**config.mk**
```make
export PLATFORM = sky130hd
export DESIGN_NAME = blackbox_check_monitor_flat
export DESIGN_NICKNAME = d
export VERILOG_FILES = /design/src/rtl/blackbox_check_monitor_if.sv /design/src/rtl/blackbox_check_monitor.sv /design/src/flat_wrapper.sv
export SDC_FILE = /design/constraint.sdc
export NUM_CORES = 1
export LEC_CHECK = 0
export ABC_AREA = 1
export CORE_MARGIN = 1.5
export CORE_UTILIZATION = 30
export CTS_CLUSTER_DIAMETER = 30
export CTS_CLUSTER_SIZE = 24
export DETAILED_ROUTE_END_ITERATION = 7
export PLACE_DENSITY = 0.51
export SETUP_SLACK_MARGIN = 0.2
export SLEW_MARGIN = 20
export SYNTH_ARGS = -nofsm -noshare
export SYNTH_HDL_FRONTEND = slang
export SYNTH_SLANG_ARGS = --single-unit
```
**constraint.sdc**
```tcl
create_clock -name clock -period 1.55 [get_ports clock]
set_input_delay 0.31 -clock clock [delete_from_list [all_inputs] [get_ports clock]]
set_output_delay 0.31 -clock clock [all_outputs]
set_load 0.05 [all_outputs]
```
**src/rtl/blackbox_check_monitor_if.sv**
```systemverilog
// Report channel of the black-box check monitor.
// The monitor drives the report word; the consumer drives rpt_ready.
interface blackbox_check_monitor_if #(
    parameter int NUM_CHECKS = 8,
    parameter int CNT_W      = 8,
    parameter int IDX_W      = 3
);
    logic                  rpt_valid;
    logic                  rpt_ready;
    logic                  rpt_pass;
    logic                  rpt_aborted;
    logic [CNT_W-1:0]      rpt_fail_count;
    logic [IDX_W-1:0]      rpt_first_fail;
    logic [CNT_W-1:0]      rpt_first_cycle;
    logic [NUM_CHECKS-1:0] rpt_fail_mask;
    logic [NUM_CHECKS-1:0] rpt_checked_mask;

    modport master (
        output rpt_valid,
        output rpt_pass,
        output rpt_aborted,
        output rpt_fail_count,
        output rpt_first_fail,
        output rpt_first_cycle,
        output rpt_fail_mask,
        output rpt_checked_mask,
        input  rpt_ready
    );

    modport slave (
        input  rpt_valid,
        input  rpt_pass,
        input  rpt_aborted,
        input  rpt_fail_count,
        input  rpt_first_fail,
        input  rpt_first_cycle,
        input  rpt_fail_mask,
        input  rpt_checked_mask,
        output rpt_ready
    );
endinterface

```
**src/rtl/blackbox_check_monitor.sv**
```systemverilog
// Collects per-check pass/valid strobes over a run window
// and emits a single registered verdict word.
module blackbox_check_monitor #(
    parameter int NUM_CHECKS = 8,
    parameter int RUN_CYCLES = 4,
    parameter int CNT_W      = 8,
    parameter int IDX_W      = 3
) (
    input  logic                  clock,
    input  logic                  reset,
    input  logic                  start,
    input  logic                  abort,
    input  logic [NUM_CHECKS-1:0] chk_valid,
    input  logic [NUM_CHECKS-1:0] chk_pass,
    output logic                  busy,
    blackbox_check_monitor_if.master rpt
);
    localparam int PC_W  = $clog2(NUM_CHECKS + 1);
    localparam int SUM_W = CNT_W + PC_W;
    localparam logic [CNT_W-1:0] CNT_MAX = '1;

    typedef enum logic [1:0] {
        IDLE   = 2'd0,
        RUN    = 2'd1,
        REPORT = 2'd2
    } state_t;

    state_t state;
    state_t state_nx;

    logic [CNT_W-1:0]      cyc;
    logic [CNT_W-1:0]      fail_count;
    logic [IDX_W-1:0]      first_fail;
    logic [CNT_W-1:0]      first_cycle;
    logic [NUM_CHECKS-1:0] fail_mask;
    logic [NUM_CHECKS-1:0] checked_mask;
    logic                  aborted;
    logic                  pass_q;
    logic                  have_first;

    logic [NUM_CHECKS-1:0] fail;
    logic [PC_W-1:0]       pc;
    logic [IDX_W-1:0]      low_idx;
    logic [SUM_W-1:0]      sum;
    logic [CNT_W-1:0]      count_nx;
    logic [NUM_CHECKS-1:0] chk_nx;
    logic                  last;

    always_comb begin
        fail    = chk_valid & ~chk_pass;
        pc      = '0;
        low_idx = '0;
        for (int i = NUM_CHECKS - 1; i >= 0; i--) begin
            if (fail[i]) low_idx = IDX_W'(i);
        end
        for (int i = 0; i < NUM_CHECKS; i++) begin
            pc = pc + PC_W'(fail[i]);
        end
        sum      = SUM_W'(fail_count) + SUM_W'(pc);
        count_nx = (sum > SUM_W'(CNT_MAX)) ? CNT_MAX
                                            : sum[CNT_W-1:0];
        chk_nx   = checked_mask | chk_valid;
        last     = (cyc == CNT_W'(RUN_CYCLES - 1));
    end

    always_ff @(posedge clock or negedge reset) begin
        if (!reset) state <= IDLE;
        else        state <= state_nx;
    end

    always_comb begin
        state_nx = state;
        unique case (state)
            IDLE:    if (start) state_nx = RUN;
            RUN:     if (abort || last) state_nx = REPORT;
            REPORT:  if (rpt.rpt_ready) state_nx = IDLE;
            default: state_nx = IDLE;
        endcase
    end

    always_comb begin
        busy          = (state != IDLE);
        rpt.rpt_valid = (state == REPORT);
    end

    always_ff @(posedge clock or negedge reset) begin
        if (!reset) begin
            cyc          <= '0;
            fail_count   <= '0;
            first_fail   <= '0;
            first_cycle  <= '0;
            fail_mask    <= '0;
            checked_mask <= '0;
            aborted      <= 1'b0;
            pass_q       <= 1'b0;
            have_first   <= 1'b0;
        end else if (state == IDLE && start) begin
            cyc          <= '0;
            fail_count   <= '0;
            first_fail   <= '0;
            first_cycle  <= '0;
            fail_mask    <= '0;
            checked_mask <= '0;
            aborted      <= 1'b0;
            pass_q       <= 1'b0;
            have_first   <= 1'b0;
        end else if (state == RUN) begin
            // an aborted cycle contributes nothing to the report
            if (abort) begin
                aborted <= 1'b1;
                pass_q  <= 1'b0;
            end else begin
                cyc          <= cyc + 1'b1;
                fail_count   <= count_nx;
                fail_mask    <= fail_mask | fail;
                checked_mask <= chk_nx;
                if (!have_first && fail != '0) begin
                    have_first  <= 1'b1;
                    first_fail  <= low_idx;
                    first_cycle <= cyc;
                end
                if (last) begin
                    pass_q <= (count_nx == '0) && (&chk_nx);
                end
            end
        end
    end

    assign rpt.rpt_pass         = pass_q;
    assign rpt.rpt_aborted      = aborted;
    assign rpt.rpt_fail_count   = fail_count;
    assign rpt.rpt_first_fail   = first_fail;
    assign rpt.rpt_first_cycle  = first_cycle;
    assign rpt.rpt_fail_mask    = fail_mask;
    assign rpt.rpt_checked_mask = checked_mask;
endmodule

```
**src/flat_wrapper.sv**
```systemverilog
// flat-port wrapper written by rule: the top's interface ports become plain ports
module blackbox_check_monitor_flat 
#(
    parameter int NUM_CHECKS = 8,
    parameter int RUN_CYCLES = 4,
    parameter int CNT_W      = 8,
    parameter int IDX_W      = 3
)
  (clock, reset, start, abort, chk_valid, chk_pass, busy, rpt_rpt_valid, rpt_rpt_pass, rpt_rpt_aborted, rpt_rpt_fail_count, rpt_rpt_first_fail, rpt_rpt_first_cycle, rpt_rpt_fail_mask, rpt_rpt_checked_mask, rpt_rpt_ready);
  blackbox_check_monitor_if #(.NUM_CHECKS(NUM_CHECKS), .CNT_W(CNT_W), .IDX_W(IDX_W)) rpt_i ();
  input  logic clock;
  input  logic reset;
  input  logic start;
  input  logic abort;
  input  logic [NUM_CHECKS-1:0] chk_valid;
  input  logic [NUM_CHECKS-1:0] chk_pass;
  output logic busy;
  output wire logic [$bits(rpt_i.rpt_valid)-1:0] rpt_rpt_valid;
  output wire logic [$bits(rpt_i.rpt_pass)-1:0] rpt_rpt_pass;
  output wire logic [$bits(rpt_i.rpt_aborted)-1:0] rpt_rpt_aborted;
  output wire logic [$bits(rpt_i.rpt_fail_count)-1:0] rpt_rpt_fail_count;
  output wire logic [$bits(rpt_i.rpt_first_fail)-1:0] rpt_rpt_first_fail;
  output wire logic [$bits(rpt_i.rpt_first_cycle)-1:0] rpt_rpt_first_cycle;
  output wire logic [$bits(rpt_i.rpt_fail_mask)-1:0] rpt_rpt_fail_mask;
  output wire logic [$bits(rpt_i.rpt_checked_mask)-1:0] rpt_rpt_checked_mask;
  input wire logic [$bits(rpt_i.rpt_ready)-1:0] rpt_rpt_ready;
  assign rpt_rpt_valid = rpt_i.rpt_valid;
  assign rpt_rpt_pass = rpt_i.rpt_pass;
  assign rpt_rpt_aborted = rpt_i.rpt_aborted;
  assign rpt_rpt_fail_count = rpt_i.rpt_fail_count;
  assign rpt_rpt_first_fail = rpt_i.rpt_first_fail;
  assign rpt_rpt_first_cycle = rpt_i.rpt_first_cycle;
  assign rpt_rpt_fail_mask = rpt_i.rpt_fail_mask;
  assign rpt_rpt_checked_mask = rpt_i.rpt_checked_mask;
  assign rpt_i.rpt_ready = rpt_rpt_ready;
  blackbox_check_monitor #(.NUM_CHECKS(NUM_CHECKS), .RUN_CYCLES(RUN_CYCLES), .CNT_W(CNT_W), .IDX_W(IDX_W)) u_core (.clock(clock), .reset(reset), .start(start), .abort(abort), .chk_valid(chk_valid), .chk_pass(chk_pass), .busy(busy), .rpt(rpt_i));
endmodule
```
==> results.tsv, run 1 <==
stage	metric	value	unit
grt	number of antenna violations at the first check in global routing	0	
sta	part of the cycle the worst path needs	231	%
grt	met3 layer usage reported by global route	4.04	%
worst_setup_path	maximum fanout along the worst path	2	
worst_setup_path	Slowest Stage Delay on Critical Path	570	ps
floorplan	count of boundary I/O pins	60	
logic_synthesis	Post-Syn Area	2750	µm²
cells_and_area	Fillers	712	
job	maximum capacitance violations	0	
grt	met1 demand-to-capacity share in global routing	22.8	%
logic_synthesis	library cells used by synthesis	34	
worst_setup_path	cells along the critical path	buf_8, inv_6, nor2_4, ha_4, inv_2, fa_1, fa_1, fa_2, fa_2, fa_2, nand2_2, nor2_1, nand2_1, inv_1, nand2_1, nor2_1, nand3_1, nor2_1, nand3_1, nand2_1	
clock_tree	number of buffers created by CTS	5	
clock_tree	maximum root-to-sink buffer count	2	
sta	Final setup viols	21	
logic_synthesis	register bit total from synthesis	48	
sta	worst max-slew margin expressed relative to the limit	65.9	%
sta	Final Hold Violating Endpoints	0	
worst_setup_path	kind of capture point of the worst setup path	flip-flop	
clock_tree	maximum level of the CTS H-tree	2	
placement	estimated wirelength of the detail-placed design	5.80	mm
worst_setup_path	crit path max-delay cell type	fa_2	
grt	GRT Max-Usage Layer	met2	
cells_and_area	antenna diode instance count	0	
sta	min cycle time layout	3580	ps
cells_and_area	Synth-to-Final Area Change	96.6	%
outcome	failing checks	negative setup slack	
grt	met2 demand-to-capacity share in global routing	31.4	%
worst_setup_path	Buf/Inv on CP	4	
outcome	result of the run	finished with violations	
clock_tree	source-to-sink clock delay at the later pin of the worst-skew pair	300	ps
worst_setup_path	kind of cell with the highest combined delay on the critical path	adder cells	
min_path	type of the tightest min-delay check	in2reg	
sta	final max-slew violation count	0	
sta	tightest hold margin	424	ps
logic_synthesis	leading cell types by total area after synthesis	dfrtp_1, nand2_1, inv_1	
sta	Final Skew	9.55	ps
grt	first-pass GRT wire length	14.1	mm
sta	unrepaired setup endpoints after global routing	true	
grt	global route total overflow	0	
cells_and_area	fin nets	538	
cells_and_area	fraction of layout instances using a drive strength above 1	50.4	%
clock_tree	cell at the root of the clock tree	clkbuf_8	
logic_synthesis	sequential share of the synthesized area	43.7	%
pwr	power per cell area	1420	nW/µm²
placement	# port buffers	59	
pwr	PnR Total Power	0.00768	W
route	Via-to-Cell Ratio	4.71	
worst_setup_path	kind of launch point of the worst setup path	input pin	
sta	Fmax achieved	279	MHz
worst_setup_path	Worst EP arrival	3820	ps
route	count of nets left with antenna violations after detail routing	0	
floorplan	initial standard-cell utilization of the core	31.2	%
placement	cell count after placement	561	
logic_synthesis	most numerous cell in the Yosys netlist	nand2_1	
placement	post-placement worst setup slack	-2800	ps
floorplan	total core area	8810	µm²
worst_setup_path	required time of the critical path	1790	ps
grt	via count of the first global-routing pass	2913	
grt	Tot GR Track Use	18.6	%
pwr	worst IR drop on VDD	0.955	mV
route	via count	2882	
clock_tree	count of clock tree sinks	48	
logic_synthesis	area share of the leading cell type in the synthesized netlist	43.7	%
logic_synthesis	leading post-synthesis cells by instance count	nand2_1, inv_1, dfrtp_1	
logic_synthesis	post-synthesis net count	376	
grt	pin count of the biggest net entering global routing	49	
clock_tree	Clk pin slew, worst setup/hold paths	90	ps
route	DR iter-0 viols	95	
floorplan	DIE HEIGHT	98.7	µm
route	routed wire length	9.02	mm
cells_and_area	Final Instance Count excl. Fillers	612	
route	number of iterations in the first detailed-routing pass	6	
pwr	LEAKAGE	2.59	nW
route	Remaining DRCs	0	
logic_synthesis	number of enable flip-flop cells after synthesis	0	
placement	GP Congestion	0.833	
sta	slack of the critical path	-2030	ps
logic_synthesis	Post-Synthesis Mean Instance Area	8.06	µm²
clock_tree	CTS tree	done	
floorplan	die area	9750	µm²
route	Routed WL per cell	14.7	µm
logic_synthesis	most used flip-flop cell after synthesis	dfrtp_1	
logic_synthesis	Ys Warns	0	
logic_synthesis	fraction of synthesis flops using an asynchronous set or reset pin	100	%
sta	Worst-Margin Slew	509	ps
floorplan	number of rows created at floorplan	34	
worst_setup_path	Setup CP Type	in2reg	
floorplan	Chip Width	98.7	µm
logic_synthesis	Cells after Synth	341	
logic_synthesis	cell type with the largest total area after synthesis	dfrtp_1	
worst min-delay path: stages:
cell and delay (ps):
buf_6 90, inv_4 50, buf_4 90, nand2_1 50
nand2_1 60, a21oi_1 40
cell usage in the layout (no fill, tap or decap), types with 16 or more instances in the layout:
cell type,count
nor2_4,16
dfrtp_1,45
inv_1,45
buf_6,42
nor2_1,26
buf_12,42
buf_4,55
a21oi_1,19
nand2_1,57
nand3_2,17
timing repair:
action / in CTS / in global routing
gates cloned: 3 / 0
endpoints found under the hold margin: 40 / 0
pin swaps: 35 / 23
hold buffers: 1 / 0
gates resized for setup: 129 / 52
buffers inserted: 31 / 8
endpoints found under the setup margin: 28 / 46
layer usage:
layer  vias up  part of all wire, %  routed length, µm
li1       1413                    -                  -
met1      1365                   42               3800
met2        80                   50               4540
met3        24                  4.0                360
met4         0                  3.5                320
met5         -                    0                  0
layout make-up:
cell class / instances / area (µm²) / share of cell area (%)
multi-input combinational: 230 / 1730 / 32.1
tap: 108 / 135 / 2.50
sequential: 48 / 1200 / 22.3
clock buffer: 7 / 76.3 / 1.41
clock inverter: 1 / 8.76 / 0.162
inverter: 55 / 231 / 4.28
timing repair buffer: 163 / 2010 / 37.3
cell families after synthesis:
family,after synthesis,synth area share [%]
AOI/OAI and AO/OA,56,12.0
adders and majority gates,14,7.74
DFF,48,43.7
xor gates and xnor gates,2,0.637
and+or+nand+nor,158,26.4
buffers and inverters,63,9.51
worst paths after layout:
path	slack [ps]	cells past startpoint	end	from
min	420	6	u_core.rpt.rpt_checked_mask[4]	chk_valid[4]
min reg2reg	500	2	u_core.have_first	u_core.have_first
max reg2reg	-390	13	u_core.rpt.rpt_pass	u_core.rpt.rpt_fail_count[0]
max in group asynchronous	790	3	u_core.state[0]	reset
min in group asynchronous	510	3	u_core.rpt.rpt_first_cycle[7]	reset
max	-2030	20	u_core.rpt.rpt_pass	chk_valid[0]
metrics by stage:
stage,cell area (µm²),util (%),setup TNS (ps)
global route,5400,61.4,-38860
global placement,4350,49.4,-29240
floorplan,2810,-,-17180
CTS,5130,58.2,-35480
finish,5400,61.4,-36970
detailed placement,4350,49.4,-29610
registers in the layout, indices dropped and copies added, names as in the netlist:
| name | count |
|---|---|
| u_core.rpt.rpt_aborted | 1 |
| u_core.rpt.rpt_first_fail | 3 |
| u_core.rpt.rpt_pass | 1 |
| u_core.rpt.rpt_fail_mask | 8 |
| u_core.cyc | 8 |
| u_core.rpt.rpt_fail_count | 8 |
| u_core.have_first | 1 |
| u_core.state | 2 |
| u_core.rpt.rpt_first_cycle | 8 |
| u_core.rpt.rpt_checked_mask | 8 |
report_power, final:
part / total, W / internal [W] / switching [W]
registers: 0.00187 / 0.00154 / 0.000324
clock network: 0.000763 / 0.000324 / 0.000439
logic: 0.00505 / 0.00243 / 0.00262
total: 0.00768 / 0.00430 / 0.00338
Power figures use the tool's default switching activity.
==> inputs of run 2 (changes only) <==
- PLACE_DENSITY: 0.51 -> 0.55
==> run 2 against run 1 <==
The run ends with design-rule violations, negative setup slack left. First-iteration DRC count grew 4.2%. Maximum frequency grew 2.0%. Global-route usage up 0.26 points. Critical path type unchanged. Design area up 6.6%. Utilization is 4.0 points higher.
==> results.tsv, run 2 (same netlist as run 1, synthesis figures left out) <==
stage	metric	value	unit	change
worst_setup_path	FF-to-FF setup slack	-360	ps	was -390 ps
route	Via-to-Cell Ratio	4.75		was 4.71
worst_setup_path	Worst EP arrival	3770	ps	was 3820 ps
route	Remaining DRCs	2		was 0
cells_and_area	Synth-to-Final Area Change	109	%	was 96.6%
route	Routed WL per cell	15.3	µm	was 14.7 µm
sta	final max-slew violation count	0		unchanged
outcome	failing checks	design-rule violations, negative setup slack		was negative setup slack
min_path	number of cells traversed by the worst hold path	5		was 6
clock_tree	maximum level of the CTS H-tree	2		unchanged
worst_setup_path	maximum fanout along the worst path	2		unchanged
pwr	Cell Int Power	0.00460	W	was 0.00430 W
cells_and_area	most frequent cells in the layout	buf_4, nand2_1, buf_6, buf_12, dfrtp_1		was nand2_1, buf_4, inv_1, dfrtp_1
pwr	net load switching power	0.00351	W	was 0.00338 W
pwr	LEAKAGE	2.82	nW	was 2.59 nW
min_path	worst hold start	chk_valid[2]		was chk_valid[4]
floorplan	number of rows created at floorplan	34		unchanged
worst_setup_path	required time of the critical path	1810	ps	was 1790 ps
sta	Final Skew	5.51	ps	was 9.55 ps
sta	Fmax achieved	285	MHz	was 279 MHz
sta	Final setup viols	12		was 21
placement	post-placement worst setup slack	-2800	ps	about the same
worst_setup_path	worst reg2reg path startpoint	u_core.rpt.rpt_fail_count[0]		unchanged
floorplan	DIE HEIGHT	98.7	µm	unchanged
worst_setup_path	R2R cell count	13		unchanged
grt	first-pass GRT wire length	14.5	mm	was 14.1 mm
placement	estimated wirelength of the detail-placed design	5.60	mm	was 5.80 mm
cells_and_area	leading cell type in the layout, fill and taps excluded	buf_4		was nand2_1
pwr	portion of total power attributed to the clock network	10.4	%	was 9.9%
route	count of nets left with antenna violations after detail routing	0		unchanged
floorplan	total core area	8810	µm²	unchanged
min_path	Worst Hold Path EP	u_core.rpt.rpt_checked_mask[2]		was u_core.rpt.rpt_checked_mask[4]
cells_and_area	fin nets	566		was 538
sta	unrepaired setup endpoints after global routing	true		unchanged
floorplan	die area	9750	µm²	unchanged
pwr	power per cell area	1410	nW/µm²	was 1420 nW/µm²
job	maximum capacitance violations	0		unchanged
outcome	result of the run	finished with violations		unchanged
sta	part of the cycle the worst path needs	226	%	was 231%
cells_and_area	fraction of layout instances using a drive strength above 1	55.3	%	was 50.4%
sta	Final Hold Violating Endpoints	0		unchanged
clock_tree	Clk pin slew, worst setup/hold paths	100	ps	was 90 ps
grt	global route total overflow	0		unchanged
floorplan	count of boundary I/O pins	60		unchanged
worst_setup_path	kind of launch point of the worst setup path	input pin		unchanged
clock_tree	CTS tree	done		unchanged
sta	min cycle time layout	3510	ps	was 3580 ps
grt	Tot GR Track Use	18.9	%	was 18.6%
floorplan	Chip Width	98.7	µm	unchanged
clock_tree	source-to-sink clock delay at the later pin of the worst-skew pair	310	ps	was 300 ps
worst_setup_path	endpoint of the worst register-to-register path	u_core.rpt.rpt_pass		unchanged
grt	number of antenna violations at the first check in global routing	1		was 0
placement	# port buffers	59		unchanged
cells_and_area	core utilization of the finished layout	65.4	%	was 61.4%
clock_tree	count of clock tree sinks	48		unchanged
grt	via count of the first global-routing pass	3061		was 2,913
sta	worst max-slew margin expressed relative to the limit	68.1	%	was 65.9%
min_path	type of the tightest min-delay check	in2reg		unchanged
route	via count	3041		was 2,882
worst_setup_path	kind of capture point of the worst setup path	flip-flop		unchanged
cells_and_area	Fillers	641		was 712
route	number of iterations in the first detailed-routing pass	6		unchanged
clock_tree	cell at the root of the clock tree	clkbuf_8		unchanged
clock_tree	number of buffers created by CTS	5		unchanged
sta	Worst-Margin Slew	477	ps	was 509 ps
pwr	combinational power share	66.3	%	was 65.8%
grt	pin count of the biggest net entering global routing	49		unchanged
pwr	worst IR drop on VDD	1.04	mV	was 0.955 mV
clock_tree	maximum root-to-sink buffer count	2		unchanged
floorplan	initial standard-cell utilization of the core	31.2	%	unchanged
cells_and_area	antenna diode instance count	0		unchanged
route	DR iter-0 viols	99		was 95
route	routed wire length	9.78	mm	was 9.02 mm
sta	slack of the critical path	-1960	ps	was -2030 ps
pwr	register share of total power	23.3	%	was 24.3%
worst_setup_path	Setup CP Type	in2reg		unchanged
placement	GP Congestion	0.791		was 0.833
pwr	switching share of power	43.3	%	was 44.0%
## run 2: cell types whose count changed in the layout (fill, tap and decap cells not counted), moves of 4 or more
| cell | change |
|---|---|
| a21oi_2 | +5 |
| nand3_2 | -5 |
| buf_6 | +12 |
| buf_4 | +12 |
| dlygate4sd2_1 | +7 |
| inv_1 | -7 |
| a21oi_1 | -5 |
| inv_4 | +4 |
| clkdlybuf4s50_1 | -9 |
| nand2_4 | +4 |
## run 2: worst max path at each step
| stage | to | start | depth (start not counted) | slack (ps) |
|---|---|---|---|---|
| floorplan | u_core.rpt.rpt_pass | chk_pass[1] | 18 | -2060 |
| global placement | u_core.rpt.rpt_pass | chk_valid[1] | 20 | -2750 |
| detailed placement | u_core.rpt.rpt_pass | chk_valid[1] | 20 | -2800 |
| CTS | u_core.rpt.rpt_pass | chk_valid[0] | 20 | -2010 |
| global route | u_core.rpt.rpt_pass | chk_valid[1] | 20 | -2200 |
| finish | u_core.rpt.rpt_pass | chk_valid[1] | 20 | -1960 |
## run 2: through the flow
| step | setup TNS (ps) | hold slack [ps] | cells | area, µm² | power [W] |
|---|---|---|---|---|---|
| floorplan | -17180 | 14.4 | 341 | 2810 | 0.00382 |
| global placement | -29320 | 318 | 561 | 4370 | 0.00584 |
| detailed placement | -29650 | 320 | 561 | 4370 | 0.00586 |
| CTS | -17370 | 350 | 629 | 5300 | 0.00746 |
| global route | -18380 | 408 | 640 | 5760 | 0.00849 |
| finish | -17150 | 400 | 640 | 5760 | 0.00811 |
## run 2: timing repair
| item | CTS | global route |
|---|---|---|
| cloned | 3 | 2 |
| buffers inserted | 56 | 9 |
| pin swaps | 48 | 30 |
| setup endpoints to repair | 28 | 44 |
| hold endpoints to repair | 48 | 0 |
| resized for setup | 131 | 87 |
| hold buffers | 1 | 0 |
## run 2: layout make-up
class / count / area [µm²] / share of cell area [%]
clock buffer: 6 / 82.6 / 1.43
inverter: 55 / 236 / 4.11
timing repair buffer: 191 / 2330 / 40.4
clock inverter: 2 / 13.8 / 0.239
tap: 108 / 135 / 2.35
multi-input combinational: 230 / 1760 / 30.5
sequential: 48 / 1200 / 20.9
## run 2: power groups by stage
stage          Combinational (W)  Sequential (W)  Clock, W
3_5_place_dp             0.00399         0.00187         0
4_1_cts                  0.00473         0.00188  0.000852
2_1_floorplan            0.00130         0.00252         0
6_report                 0.00538         0.00189  0.000839
5_1_grt                  0.00567         0.00192  0.000899
3_3_place_gp             0.00396         0.00188         0
## run 2: per-layer routing
metal	GRT usage (%)	vias up	routed length, µm
met5	0	-	10
met4	6.70	2	176
met3	3.48	14	398
met2	32.8	79	5110
met1	23.5	1469	4080
li1	-	1477	-
## run 2: worst max-delay path, cell delays in order
cell and delay, ps:
buf_8 100, inv_8 40, nor2_4 40, ha_4 250
inv_2 30, fa_1 490, fa_1 440, fa_2 370
fa_2 450, fa_2 540, nand2_1 50, nor2_1 100
nand2_1 50, inv_1 50, nand2_1 50, nor2_2 100
nand3_1 60, nor2_1 90, nand3_1 70, nand2_1 70
==> inputs of run 3 (changes only) <==
- CORE_ASPECT_RATIO: default -> 1.1
- CTS_CLUSTER_DIAMETER: 30 -> default
- GPL_TIMING_DRIVEN: default -> 1
==> run 3 against run 2 <==
Critical path type unchanged. Hold slack lost 51 ps. Utilization is 5.0 points lower. Maximum frequency decreased by 3.2%. First-iteration DRC count increased by 9.1%. Critical path depth did not move. Total power is 8.9% lower. The run ends with negative setup slack left. Clock power fell by 5.5%. Largest cell class unchanged. Global-route usage up 0.25 points.
==> results.tsv, run 3 (same netlist as run 1, synthesis figures left out) <==
stage	metric	value	unit	change
clock_tree	CTS tree	done		unchanged
route	count of nets left with antenna violations after detail routing	0		unchanged
sta	Worst-Margin Slew	456	ps	was 477 ps
worst_setup_path	maximum fanout along the worst path	2		unchanged
grt	via count of the first global-routing pass	3018		was 3,061
sta	Final Skew	10.8	ps	was 5.51 ps
clock_tree	maximum level of the CTS H-tree	2		unchanged
placement	GP Congestion	0.842		was 0.791
sta	final max-slew violation count	0		unchanged
route	via count	2907		was 3,041
floorplan	count of boundary I/O pins	60		unchanged
floorplan	total core area	8870	µm²	was 8810 µm²
route	Routed WL per cell	14.3	µm	was 15.3 µm
worst_setup_path	worst reg2reg path startpoint	u_core.rpt.rpt_fail_count[0]		unchanged
sta	Final setup viols	21		was 12
clock_tree	cell at the root of the clock tree	clkbuf_8		unchanged
placement	# port buffers	59		unchanged
outcome	failing checks	negative setup slack		was design-rule violations, negative setup slack
min_path	worst hold start	chk_valid[4]		was chk_valid[2]
cells_and_area	core utilization of the finished layout	60.3	%	was 65.4%
sta	part of the cycle the worst path needs	234	%	was 226%
grt	number of antenna violations at the first check in global routing	0		was 1
route	number of iterations in the first detailed-routing pass	4		was 6
clock_tree	Clk pin slew, worst setup/hold paths	90	ps	was 100 ps
cells_and_area	Final Instance Count excl. Fillers	621		was 640
sta	unrepaired setup endpoints after global routing	true		unchanged
job	maximum capacitance violations	0		unchanged
clock_tree	number of buffers created by CTS	5		unchanged
grt	global route total overflow	0		unchanged
placement	estimated wirelength of the detail-placed design	5.57	mm	was 5.60 mm
cells_and_area	leading cell type in the layout, fill and taps excluded	buf_4		unchanged
min_path	Worst Hold Path EP	u_core.rpt.rpt_checked_mask[4]		was u_core.rpt.rpt_checked_mask[2]
sta	Fmax achieved	276	MHz	was 285 MHz
cells_and_area	fraction of layout instances using a drive strength above 1	49.1	%	was 55.3%
floorplan	DIE HEIGHT	103	µm	was 98.7 µm
cells_and_area	Synth-to-Final Area Change	94.8	%	was 109%
floorplan	initial standard-cell utilization of the core	31.0	%	was 31.2%
sta	worst max-slew margin expressed relative to the limit	69.5	%	was 68.1%
min_path	number of cells traversed by the worst hold path	5		unchanged
cells_and_area	fin nets	542		was 566
sta	Final Hold Violating Endpoints	0		unchanged
cells_and_area	antenna diode instance count	0		unchanged
pwr	power per cell area	1380	nW/µm²	was 1410 nW/µm²
worst_setup_path	FF-to-FF setup slack	-330	ps	was -360 ps
min_path	type of the tightest min-delay check	in2reg		unchanged
worst_setup_path	Setup CP Type	in2reg		unchanged
pwr	worst IR drop on VDD	0.800	mV	was 1.04 mV
sta	accumulated negative setup slack	-38800	ps	was -17,150 ps
sta	min cycle time layout	3620	ps	was 3510 ps
grt	Tot GR Track Use	19.1	%	was 18.9%
grt	first-pass GRT wire length	14.3	mm	was 14.5 mm
worst_setup_path	Worst EP arrival	3870	ps	was 3770 ps
outcome	result of the run	finished with violations		unchanged
worst_setup_path	kind of launch point of the worst setup path	input pin		unchanged
cells_and_area	most frequent cells in the layout	buf_4, nand2_1, buf_12, dfrtp_1, inv_1		was buf_4, nand2_1, buf_6, buf_12, dfrtp_1
clock_tree	count of clock tree sinks	48		unchanged
worst_setup_path	kind of capture point of the worst setup path	flip-flop		unchanged
clock_tree	source-to-sink clock delay at the later pin of the worst-skew pair	310	ps	about the same
floorplan	Chip Width	94.3	µm	was 98.7 µm
worst_setup_path	endpoint of the worst register-to-register path	u_core.rpt.rpt_pass		unchanged
worst_setup_path	R2R cell count	13		unchanged
placement	cell count after placement	562		was 561
worst_setup_path	required time of the critical path	1790	ps	was 1810 ps
route	Via-to-Cell Ratio	4.68		was 4.75
floorplan	number of rows created at floorplan	36		was 34
pwr	LEAKAGE	2.63	nW	was 2.82 nW
route	routed wire length	8.86	mm	was 9.78 mm
floorplan	die area	9750	µm²	about the same
sta	slack of the critical path	-2070	ps	was -1960 ps
route	DR iter-0 viols	108		was 99
pwr	PnR Total Power	0.00738	W	was 0.00811 W
grt	pin count of the biggest net entering global routing	49		unchanged
clock_tree	maximum root-to-sink buffer count	2		unchanged
route	Remaining DRCs	0		was 2
run 3: cell count changes in the layout (fill, tap and decap cells not counted), sizes merged:
cell           delta
clkdlybuf4s15     -1
inv               -2
buf              -22
dlygate4sd2       -8
clkdlybuf4s50     +8
clkinv            +1
clkbuf            -1
run 3: critical path: stages:
cell,delay [ps]
buf_6,100
clkinv_4,40
nor2_4,40
ha_4,250
inv_2,30
fa_1,530
fa_1,430
fa_2,380
fa_2,510
fa_2,570
nand2_1,50
nor2_1,80
nand2_1,50
inv_1,40
nand2_1,50
nor2_2,90
nand3_1,70
nor2_1,90
nand3_1,80
nand2_1,60
run 3: cell type report:
cell class | count | area (µm²)
tap | 114 | 143
inverter | 55 | 226
sequential | 48 | 1200
timing repair buffer | 167 | 2040
clock buffer | 6 | 82.6
multi-input combinational | 230 | 1650
clock inverter | 1 | 8.76
fill | 691 | 3520
run 3: worst max-delay path by stage:
stage / depth (start not counted) / end / slack, ps / startpoint
after floorplan: 18 / u_core.rpt.rpt_pass / -2060 / chk_pass[1]
after global placement: 20 / u_core.rpt.rpt_pass / -2750 / chk_valid[1]
after detailed placement: 20 / u_core.rpt.rpt_pass / -2800 / chk_valid[1]
after CTS: 20 / u_core.rpt.rpt_pass / -2070 / chk_valid[0]
after global routing: 20 / u_core.rpt.rpt_pass / -2220 / chk_valid[0]
final: 20 / u_core.rpt.rpt_pass / -2070 / chk_valid[0]
run 3: where the power goes:
part	switching, W	internal, W
Clock	0.000437	0.000357
Sequential	0.000332	0.00154
Combinational	0.00244	0.00228
Total	0.00321	0.00418
run 3: metrics by stage:
stage               instance area [µm²]  hold WS, ps  setup slack, ps
floorplan                          2810         14.4            -2060
global placement                   4320          317            -2750
detailed placement                 4320          319            -2800
CTS                                5100          341            -2070
global route                       5360          360            -2220
finish                             5360          349            -2070
run 3: repair_timing:
action	CTS	global route
setup endpoints to repair	25	32
gates cloned	3	0
pin swaps	44	31
hold buffers	1	0
gates resized for setup	117	37
buffers inserted	36	12
hold endpoints to repair	47	0
run 3: per-layer routing:
| layer | wire length, µm | part of all wire, % | GRT usage [%] |
|---|---|---|---|
| met4 | 214 | 2.4 | 6.54 |
| met5 | 0 | 0 | 0 |
| met3 | 335 | 3.8 | 3.14 |
| met2 | 4760 | 54 | 34.9 |
| met1 | 3550 | 40 | 22.7 |
